$ cat src/rtl/cpu_pkg.sv
// Shared opcode, FSM-state and instruction-field definitions for the pipeline
// stage tracker.
package cpu_pkg;

    typedef enum logic [3:0] {
        OP_NOP   = 4'b0000,
        OP_ATYPE = 4'b0001,
        OP_AND   = 4'b0010,
        OP_OR    = 4'b0011,
        OP_LBU   = 4'b0100,
        OP_SB    = 4'b0101,
        OP_LW    = 4'b0110,
        OP_SW    = 4'b0111,
        OP_JMP   = 4'b1000,
        OP_BLT   = 4'b1100,
        OP_BGT   = 4'b1101,
        OP_BEQ   = 4'b1110,
        OP_HALT  = 4'b1111
    } opcode_e;

    typedef enum logic [1:0] {
        ST_RUN    = 2'b00,
        ST_DRAIN  = 2'b01,
        ST_HALTED = 2'b10
    } state_e;

    localparam int OPC_MSB = 15;
    localparam int OPC_LSB = 12;
    localparam int OP1_MSB = 11;
    localparam int OP1_LSB = 8;
    localparam int OP2_MSB = 7;
    localparam int OP2_LSB = 4;
    localparam int FN_MSB  = 3;
    localparam int FN_LSB  = 0;

    typedef struct packed {
        logic [3:0] opcode;
        logic [3:0] dest;
        logic [3:0] funct;
    } stage_t;

    function automatic logic is_load(input logic [3:0] opc);
        return (opc == OP_LW) || (opc == OP_LBU);
    endfunction

endpackage

$ cat src/rtl/pipe_stage_tracker_if.sv
// Fetch/flush inputs and per-stage status outputs of the pipeline stage tracker.
interface pipe_stage_tracker_if #(
    parameter int IW = 16
);
    logic [IW-1:0] InstrIF;
    logic          BranchTaken;
    logic          Jump;
    logic [IW-1:0] InstrID;
    logic [3:0]    OpcodeID;
    logic [3:0]    OpcodeEX;
    logic [3:0]    OpcodeMEM;
    logic [3:0]    OpcodeWB;
    logic [3:0]    FunctionCode;
    logic [3:0]    DestEX;
    logic [3:0]    DestMEM;
    logic [3:0]    DestWB;
    logic          PCWrite;
    logic          Stall;
    logic          Halted;

    modport master (
        output InstrIF, BranchTaken, Jump,
        input  InstrID, OpcodeID, OpcodeEX, OpcodeMEM, OpcodeWB, FunctionCode,
        input  DestEX, DestMEM, DestWB, PCWrite, Stall, Halted
    );

    modport slave (
        input  InstrIF, BranchTaken, Jump,
        output InstrID, OpcodeID, OpcodeEX, OpcodeMEM, OpcodeWB, FunctionCode,
        output DestEX, DestMEM, DestWB, PCWrite, Stall, Halted
    );
endinterface

$ cat src/rtl/stage_reg.sv
// One pipeline stage register: loads the upstream value, holds, or takes a bubble
// (bubble wins over hold).
module stage_reg #(
    parameter int           W      = 12,
    parameter logic [W-1:0] BUBBLE = '0
) (
    input  logic         clk,
    input  logic         reset,
    input  logic         load_bubble_i,
    input  logic         hold_i,
    input  logic [W-1:0] d_i,
    output logic [W-1:0] q_o
);
    logic [W-1:0] data_q;
    logic [W-1:0] data_d;

    // Next-state selection
    always_comb begin
        data_d = data_q;
        if (load_bubble_i) begin
            data_d = BUBBLE;
        end else if (hold_i) begin
            data_d = data_q;
        end else begin
            data_d = d_i;
        end
    end

    // Stage storage
    always_ff @(posedge clk or posedge reset) begin
        if (reset) begin
            data_q <= BUBBLE;
        end else begin
            data_q <= data_d;
        end
    end

    assign q_o = data_q;
endmodule

$ cat src/rtl/pipe_stage_tracker.sv
// Tracks the instruction in each stage of a four-stage pipeline, inserting
// load-use bubbles, flushing on branch/jump and draining on HALT.
module pipe_stage_tracker
    import cpu_pkg::*;
#(
    parameter int         IW     = 16,
    parameter logic [3:0] NOP_OP = 4'b0000
) (
    input  logic                 clk,
    input  logic                 reset,
    pipe_stage_tracker_if.slave  bus
);
    localparam logic [IW-1:0] ID_BUBBLE    = {NOP_OP, {(IW-4){1'b0}}};
    localparam stage_t        STAGE_BUBBLE = '{opcode: NOP_OP, dest: 4'h0, funct: 4'h0};

    logic [IW-1:0] id_q;
    stage_t        ex_q;
    stage_t        mem_q;
    stage_t        wb_q;
    stage_t        id_fields_s;
    state_e        state_q;
    logic          halted_q;

    logic [3:0] id_opc_s;
    logic [3:0] id_op1_s;
    logic [3:0] id_op2_s;
    logic [3:0] id_fn_s;
    logic       stall_s;
    logic       flush_s;
    logic       halt_req_s;
    logic       drained_s;
    logic       clear_all_s;
    logic       id_bubble_s;
    logic       ex_bubble_s;

    assign id_opc_s    = id_q[OPC_MSB:OPC_LSB];
    assign id_op1_s    = id_q[OP1_MSB:OP1_LSB];
    assign id_op2_s    = id_q[OP2_MSB:OP2_LSB];
    assign id_fn_s     = id_q[FN_MSB:FN_LSB];
    assign id_fields_s = '{opcode: id_opc_s, dest: id_op1_s, funct: id_fn_s};

    assign stall_s = is_load(ex_q.opcode)
                   && ((ex_q.dest == id_op1_s) || (ex_q.dest == id_op2_s))
                   && (id_opc_s != NOP_OP);

    // A stalled cycle ignores control transfers so the held ID instruction survives.
    assign flush_s     = (bus.BranchTaken || bus.Jump) && !stall_s;
    assign halt_req_s  = (state_q == ST_RUN) && (id_opc_s == OP_HALT) && !stall_s;
    assign drained_s   = ((ex_q.opcode  == NOP_OP) || (ex_q.opcode  == OP_HALT))
                      && ((mem_q.opcode == NOP_OP) || (mem_q.opcode == OP_HALT))
                      && ((wb_q.opcode  == NOP_OP) || (wb_q.opcode  == OP_HALT));
    assign clear_all_s = (state_q == ST_HALTED) || ((state_q == ST_DRAIN) && drained_s);
    assign id_bubble_s = clear_all_s || (state_q == ST_DRAIN) || halt_req_s || flush_s;
    assign ex_bubble_s = stall_s || clear_all_s;

    stage_reg #(.W(IW), .BUBBLE(ID_BUBBLE)) u_id (
        .clk(clk), .reset(reset), .load_bubble_i(id_bubble_s), .hold_i(stall_s),
        .d_i(bus.InstrIF), .q_o(id_q)
    );

    stage_reg #(.W($bits(stage_t)), .BUBBLE(STAGE_BUBBLE)) u_ex (
        .clk(clk), .reset(reset), .load_bubble_i(ex_bubble_s), .hold_i(1'b0),
        .d_i(id_fields_s), .q_o(ex_q)
    );

    stage_reg #(.W($bits(stage_t)), .BUBBLE(STAGE_BUBBLE)) u_mem (
        .clk(clk), .reset(reset), .load_bubble_i(clear_all_s), .hold_i(1'b0),
        .d_i(ex_q), .q_o(mem_q)
    );

    stage_reg #(.W($bits(stage_t)), .BUBBLE(STAGE_BUBBLE)) u_wb (
        .clk(clk), .reset(reset), .load_bubble_i(clear_all_s), .hold_i(1'b0),
        .d_i(mem_q), .q_o(wb_q)
    );

    // Run/drain/halt control; HALTED only leaves through reset
    always_ff @(posedge clk or posedge reset) begin
        if (reset) begin
            state_q  <= ST_RUN;
            halted_q <= 1'b0;
        end else begin
            case (state_q)
                ST_RUN: begin
                    if (halt_req_s) begin
                        state_q <= ST_DRAIN;
                    end
                end
                ST_DRAIN: begin
                    if (drained_s) begin
                        state_q  <= ST_HALTED;
                        halted_q <= 1'b1;
                    end
                end
                ST_HALTED: begin
                    state_q  <= ST_HALTED;
                    halted_q <= 1'b1;
                end
                default: begin
                    state_q  <= ST_RUN;
                    halted_q <= 1'b0;
                end
            endcase
        end
    end

    assign bus.InstrID      = id_q;
    assign bus.OpcodeID     = id_opc_s;
    assign bus.OpcodeEX     = ex_q.opcode;
    assign bus.OpcodeMEM    = mem_q.opcode;
    assign bus.OpcodeWB     = wb_q.opcode;
    assign bus.FunctionCode = wb_q.funct;
    assign bus.DestEX       = ex_q.dest;
    assign bus.DestMEM      = mem_q.dest;
    assign bus.DestWB       = wb_q.dest;
    assign bus.PCWrite      = (state_q == ST_RUN) && !stall_s;
    assign bus.Stall        = stall_s;
    assign bus.Halted       = halted_q;
endmodule

$ cat src/flat_wrapper.sv
// flat-port wrapper written by rule: the top's interface ports become plain ports
module pipe_stage_tracker_flat import cpu_pkg::*;
#(
    parameter int         IW     = 16,
    parameter logic [3:0] NOP_OP = 4'b0000
)
  (clk, reset, bus_InstrIF, bus_BranchTaken, bus_Jump, bus_InstrID, bus_OpcodeID, bus_OpcodeEX, bus_OpcodeMEM, bus_OpcodeWB, bus_FunctionCode, bus_DestEX, bus_DestMEM, bus_DestWB, bus_PCWrite, bus_Stall, bus_Halted);
  pipe_stage_tracker_if #(.IW(IW)) bus_i ();
  input  logic clk;
  input  logic reset;
  input wire logic [$bits(bus_i.InstrIF)-1:0] bus_InstrIF;
  input wire logic [$bits(bus_i.BranchTaken)-1:0] bus_BranchTaken;
  input wire logic [$bits(bus_i.Jump)-1:0] bus_Jump;
  output wire logic [$bits(bus_i.InstrID)-1:0] bus_InstrID;
  output wire logic [$bits(bus_i.OpcodeID)-1:0] bus_OpcodeID;
  output wire logic [$bits(bus_i.OpcodeEX)-1:0] bus_OpcodeEX;
  output wire logic [$bits(bus_i.OpcodeMEM)-1:0] bus_OpcodeMEM;
  output wire logic [$bits(bus_i.OpcodeWB)-1:0] bus_OpcodeWB;
  output wire logic [$bits(bus_i.FunctionCode)-1:0] bus_FunctionCode;
  output wire logic [$bits(bus_i.DestEX)-1:0] bus_DestEX;
  output wire logic [$bits(bus_i.DestMEM)-1:0] bus_DestMEM;
  output wire logic [$bits(bus_i.DestWB)-1:0] bus_DestWB;
  output wire logic [$bits(bus_i.PCWrite)-1:0] bus_PCWrite;
  output wire logic [$bits(bus_i.Stall)-1:0] bus_Stall;
  output wire logic [$bits(bus_i.Halted)-1:0] bus_Halted;
  assign bus_i.InstrIF = bus_InstrIF;
  assign bus_i.BranchTaken = bus_BranchTaken;
  assign bus_i.Jump = bus_Jump;
  assign bus_InstrID = bus_i.InstrID;
  assign bus_OpcodeID = bus_i.OpcodeID;
  assign bus_OpcodeEX = bus_i.OpcodeEX;
  assign bus_OpcodeMEM = bus_i.OpcodeMEM;
  assign bus_OpcodeWB = bus_i.OpcodeWB;
  assign bus_FunctionCode = bus_i.FunctionCode;
  assign bus_DestEX = bus_i.DestEX;
  assign bus_DestMEM = bus_i.DestMEM;
  assign bus_DestWB = bus_i.DestWB;
  assign bus_PCWrite = bus_i.PCWrite;
  assign bus_Stall = bus_i.Stall;
  assign bus_Halted = bus_i.Halted;
  pipe_stage_tracker #(.IW(IW), .NOP_OP(NOP_OP)) u_core (.clk(clk), .reset(reset), .bus(bus_i));
endmodule
$ cat config.mk
export PLATFORM = sky130hd
export DESIGN_NAME = pipe_stage_tracker_flat
export DESIGN_NICKNAME = d
export VERILOG_FILES = /design/src/rtl/cpu_pkg.sv /design/src/rtl/pipe_stage_tracker_if.sv /design/src/rtl/stage_reg.sv /design/src/rtl/pipe_stage_tracker.sv /design/src/flat_wrapper.sv
export SDC_FILE = /design/constraint.sdc
export NUM_CORES = 1
export LEC_CHECK = 0
export CORE_MARGIN = 2
export CORE_UTILIZATION = 40
export DETAILED_ROUTE_END_ITERATION = 12
export HOLD_SLACK_MARGIN = 0.03
export PLACE_DENSITY = 0.73
export SLEW_MARGIN = 25
export SYNTH_ARGS = -nofsm -noshare
export SYNTH_HDL_FRONTEND = slang
export SYNTH_HIERARCHICAL = 1
export SYNTH_SLANG_ARGS = --single-unit
$ cat constraint.sdc
create_clock -name clk -period 5.1 [get_ports clk]
set_clock_uncertainty 0.2 [all_clocks]
set_input_delay 0.51 -clock clk [delete_from_list [all_inputs] [get_ports clk]]
set_output_delay 0.51 -clock clk [all_outputs]
set_load 0.05 [all_outputs]
==> metrics.md <==
| Metric | Value |
|---|---|
| Status | `complete, no violations` |
| Post-route cell area | `3350 µm²` |
| Post-CTS Resized | `0` |
| Hpwl dp | `3960 µm` |
| Area leader, netlist | `dfrtp_1` |
| Placed cell areas | `3270 µm²` |
| Total gr overflow | `0` |
| Max VDD drop | `0.000171 V` |
| Seq. cell area | `1380 µm²` |
| Hold Vio Cnt, Final | `0` |
| Cell count after synthesis | `223` |
| Critical path required time | `4.39 ns` |
| Sequential fraction of the synthesis area | `0.539` |
| GRT Util Overall | `0.156` |
| Post-Syn Area | `2550 µm²` |
| Root buf cell | `clkbuf_8` |
| Inst Count DP | `364` |
| CTS Hold Bufs | `0` |
| Largest net degree at the start of global routing | `26` |
| Worst setup path category | `reg -> out` |
| Multi-input gate area | `1060 µm²` |
| Placer Congestion | `0.790` |
| 1st-iter DRT viols | `105` |
| Post-synthesis area per instance | `11.5 µm²` |
| Pre-Repair DR Iteration Count | `5` |
| Most common cell in the netlist | `dfrtp_1` |
| Worst Hold Class | `reg -> reg` |
| Initial Util | `0.407` |
| Die Y | `83.9 µm` |
| Post-synth ARST share | `1.00` |
| WHS | `0.333 ns` |
| Seq cells post-synth | `55` |
| Vias | `1826` |
| Rel. slew slack | `0.368` |
| Crit path DAT | `3.28 ns` |
| Final setup TNS | `0 ns` |
| Syn-to-layout area delta | `31.2%` |
| CP endpoint kind | `output pin` |
| Worst setup margin | `1.11 ns` |
| Distinct cells, synth | `31` |
| Site row count | `29` |
| Warnings from Yosys | `6` |
| Ranking of synthesized cells by area | `dfrtp_1 54%, mux2i_1 20%, nor2_1 7.9%` |
| Vias per inst | `4.91` |
| Final Non-Filler Cells | `372` |
| Predominant post-synthesis flop cell | `dfrtp_1` |
| Final min period | `3.99 ns` |
| Pre-CTS WS | `1.46 ns` |
| Setup bufs post-CTS | `0` |
| Post-synth EDFFs | `0` |
| Fin nets | `317` |
| Layout cell share with drive strength beyond 1 | `0.0339` |
| Maximum operating frequency | `250 MHz` |
| Max-slew violations | `0` |
| CTS clock-pin slew for the worst setup and hold paths | `0.09 ns` |
| Actual slew at the worst max-slew pin | `0.946 ns` |
| Final setup vio count | `0` |
| Max clock buf depth | `2` |
| Initial antenna violation count | `0` |
| Die W | `83.9 µm` |
| Number of remaining DRC errors | `0` |
| Num ports | `71` |
| Tcrit/Tclk final | `0.783` |
| Max Cap Viol | `0` |
| PortBufs | `70` |
| CTS Sinks | `55` |
| Cell Pwr Density | `318 nW/µm²` |
| Drt total wl | `5200 µm` |
| Pleak | `1.65 nW` |
| First-pass GRT wire length | `8940 µm` |
| Crit start category | `flip-flop` |
| Vias in the first global route | `1830` |
| WL/cell | `14.0 µm` |
| Filler cells | `562` |
| Commonest cells post-synth | `55 x dfrtp_1, 54 x nor2_1, 52 x mux2i_1` |
| Antenna diodes | `0` |
| RSZ-0062 raised after global routing | `no` |
| Area share of the largest cell type after synthesis | `0.539` |
| H-Tree Depth | `2` |
| Core box area | `6280 µm²` |
| Clk_lat worst skew | `0.30 ns` |
| Critical Path Fanout Max | `20` |
| CTS tree | `yes` |
| Final antenna-violating net count | `0` |
| Die area | `7040 µm²` |
| CTS buffer count | `5` |
-- metrics by stage --
step           total power [mW]   util
2_1_floorplan             0.741      -
3_3_place_gp              0.845  0.520
3_5_place_dp              0.851  0.521
4_1_cts                    1.08  0.534
5_1_grt                    1.13  0.534
6_report                   1.07  0.534
-- cells by family (layout without fill, tap and decap cells) --
kind of cell / after synthesis / after routing / share of synthesized area
compound gates: 8 / 8 / 0.0260
xor+xnor: 8 / 8 / 0.0274
fa+ha+maj: 3 / 3 / 0.0147
buf+inv: 23 / 87 / 0.0583
flops: 55 / 55 / 0.539
mux: 53 / 53 / 0.210
other cells: 1 / 9 / 0.00147
simple gates: 72 / 72 / 0.124
-- critical path, cell delays in order (launching register included) --
cell	delay, ns
dfrtp_1	0.44
xor2_1	0.16
nor4_1	0.39
o21ai_0	0.28
inv_1	0.76
clkdlybuf4s50_1	0.95
-- power breakdown --
group | internal (mW) | switching, mW | leakage (nW)
registers | 0.476 | 0.0394 | 0.741
logic | 0.118 | 0.207 | 0.870
clock network | 0.0967 | 0.129 | 0.0422
-- state kept, by name, indices dropped and copies added, names as in the netlist --
name               count
u_core/bus.Halted      1
u_core/state_q         2
u_core/u_wb/q_o       12
u_core/u_mem/q_o      12
u_core/u_ex/q_o       12
u_core/u_id/q_o       16
-- cell type report --
| class | instances | area share |
|---|---|---|
| clock buffers | 7 | 0.0228 |
| well taps | 77 | 0.0287 |
| repair buffers | 70 | 0.209 |
| multi-input cells | 153 | 0.317 |
| clock inverters | 1 | 0.00149 |
| inverters | 9 | 0.0101 |
| flip-flops and latches | 55 | 0.411 |
-- per-layer routing --
layer  global-route usage  share of wire
met5                    0              0
met2                0.248           0.47
met4               0.0572          0.016
met1                0.203           0.45
met3               0.0445          0.066
-- final timing paths --
kind                       cells past startpoint                       startpoint  slack, ns                        endpoint
max                                            5   u_core/u_ex/q_o[7]$_DFFE_PP0P_       1.11                       bus_Stall
min                                            2  u_core/u_mem/q_o[1]$_DFFE_PP0P_       0.33  u_core/u_wb/q_o[1]$_DFFE_PP0P_
max reg2reg                                    5   u_core/u_ex/q_o[8]$_DFFE_PP0P_       2.15  u_core/u_ex/q_o[9]$_DFFE_PP0P_
min reg2reg                                    2  u_core/u_mem/q_o[1]$_DFFE_PP0P_       0.33  u_core/u_wb/q_o[1]$_DFFE_PP0P_
max in group asynchronous                      2                            reset       3.75  u_core/u_id/q_o[0]$_DFFE_PP0P_
min in group asynchronous                      2                            reset       0.35   u_core/state_q[0]$_DFFE_PP0P_
-- placed cells by master (no fill, tap or decap) --
cell type and n:
dfrtp_1 55, o2111a_1 1, nand3_1 1, mux2_4 1, o21ai_0 1, clkbuf_8 5, nand2_1 2, nand2b_1 2
a311o_1 1, mux2i_1 52, inv_1 9, nor4_1 3, nor4b_1 1, nor2_1 54, nand4_1 4, a21oi_1 1
nor3_1 1, a21o_2 1, clkdlybuf4s50_1 70, clkinv_2 1, ha_1 3, o32ai_1 1, xor2_1 8, a222oi_1 1
o21bai_2 1, or4_1 3, and2_4 1, clkbuf_1 2, conb_1 9
(Power assumes the default switching activity.)
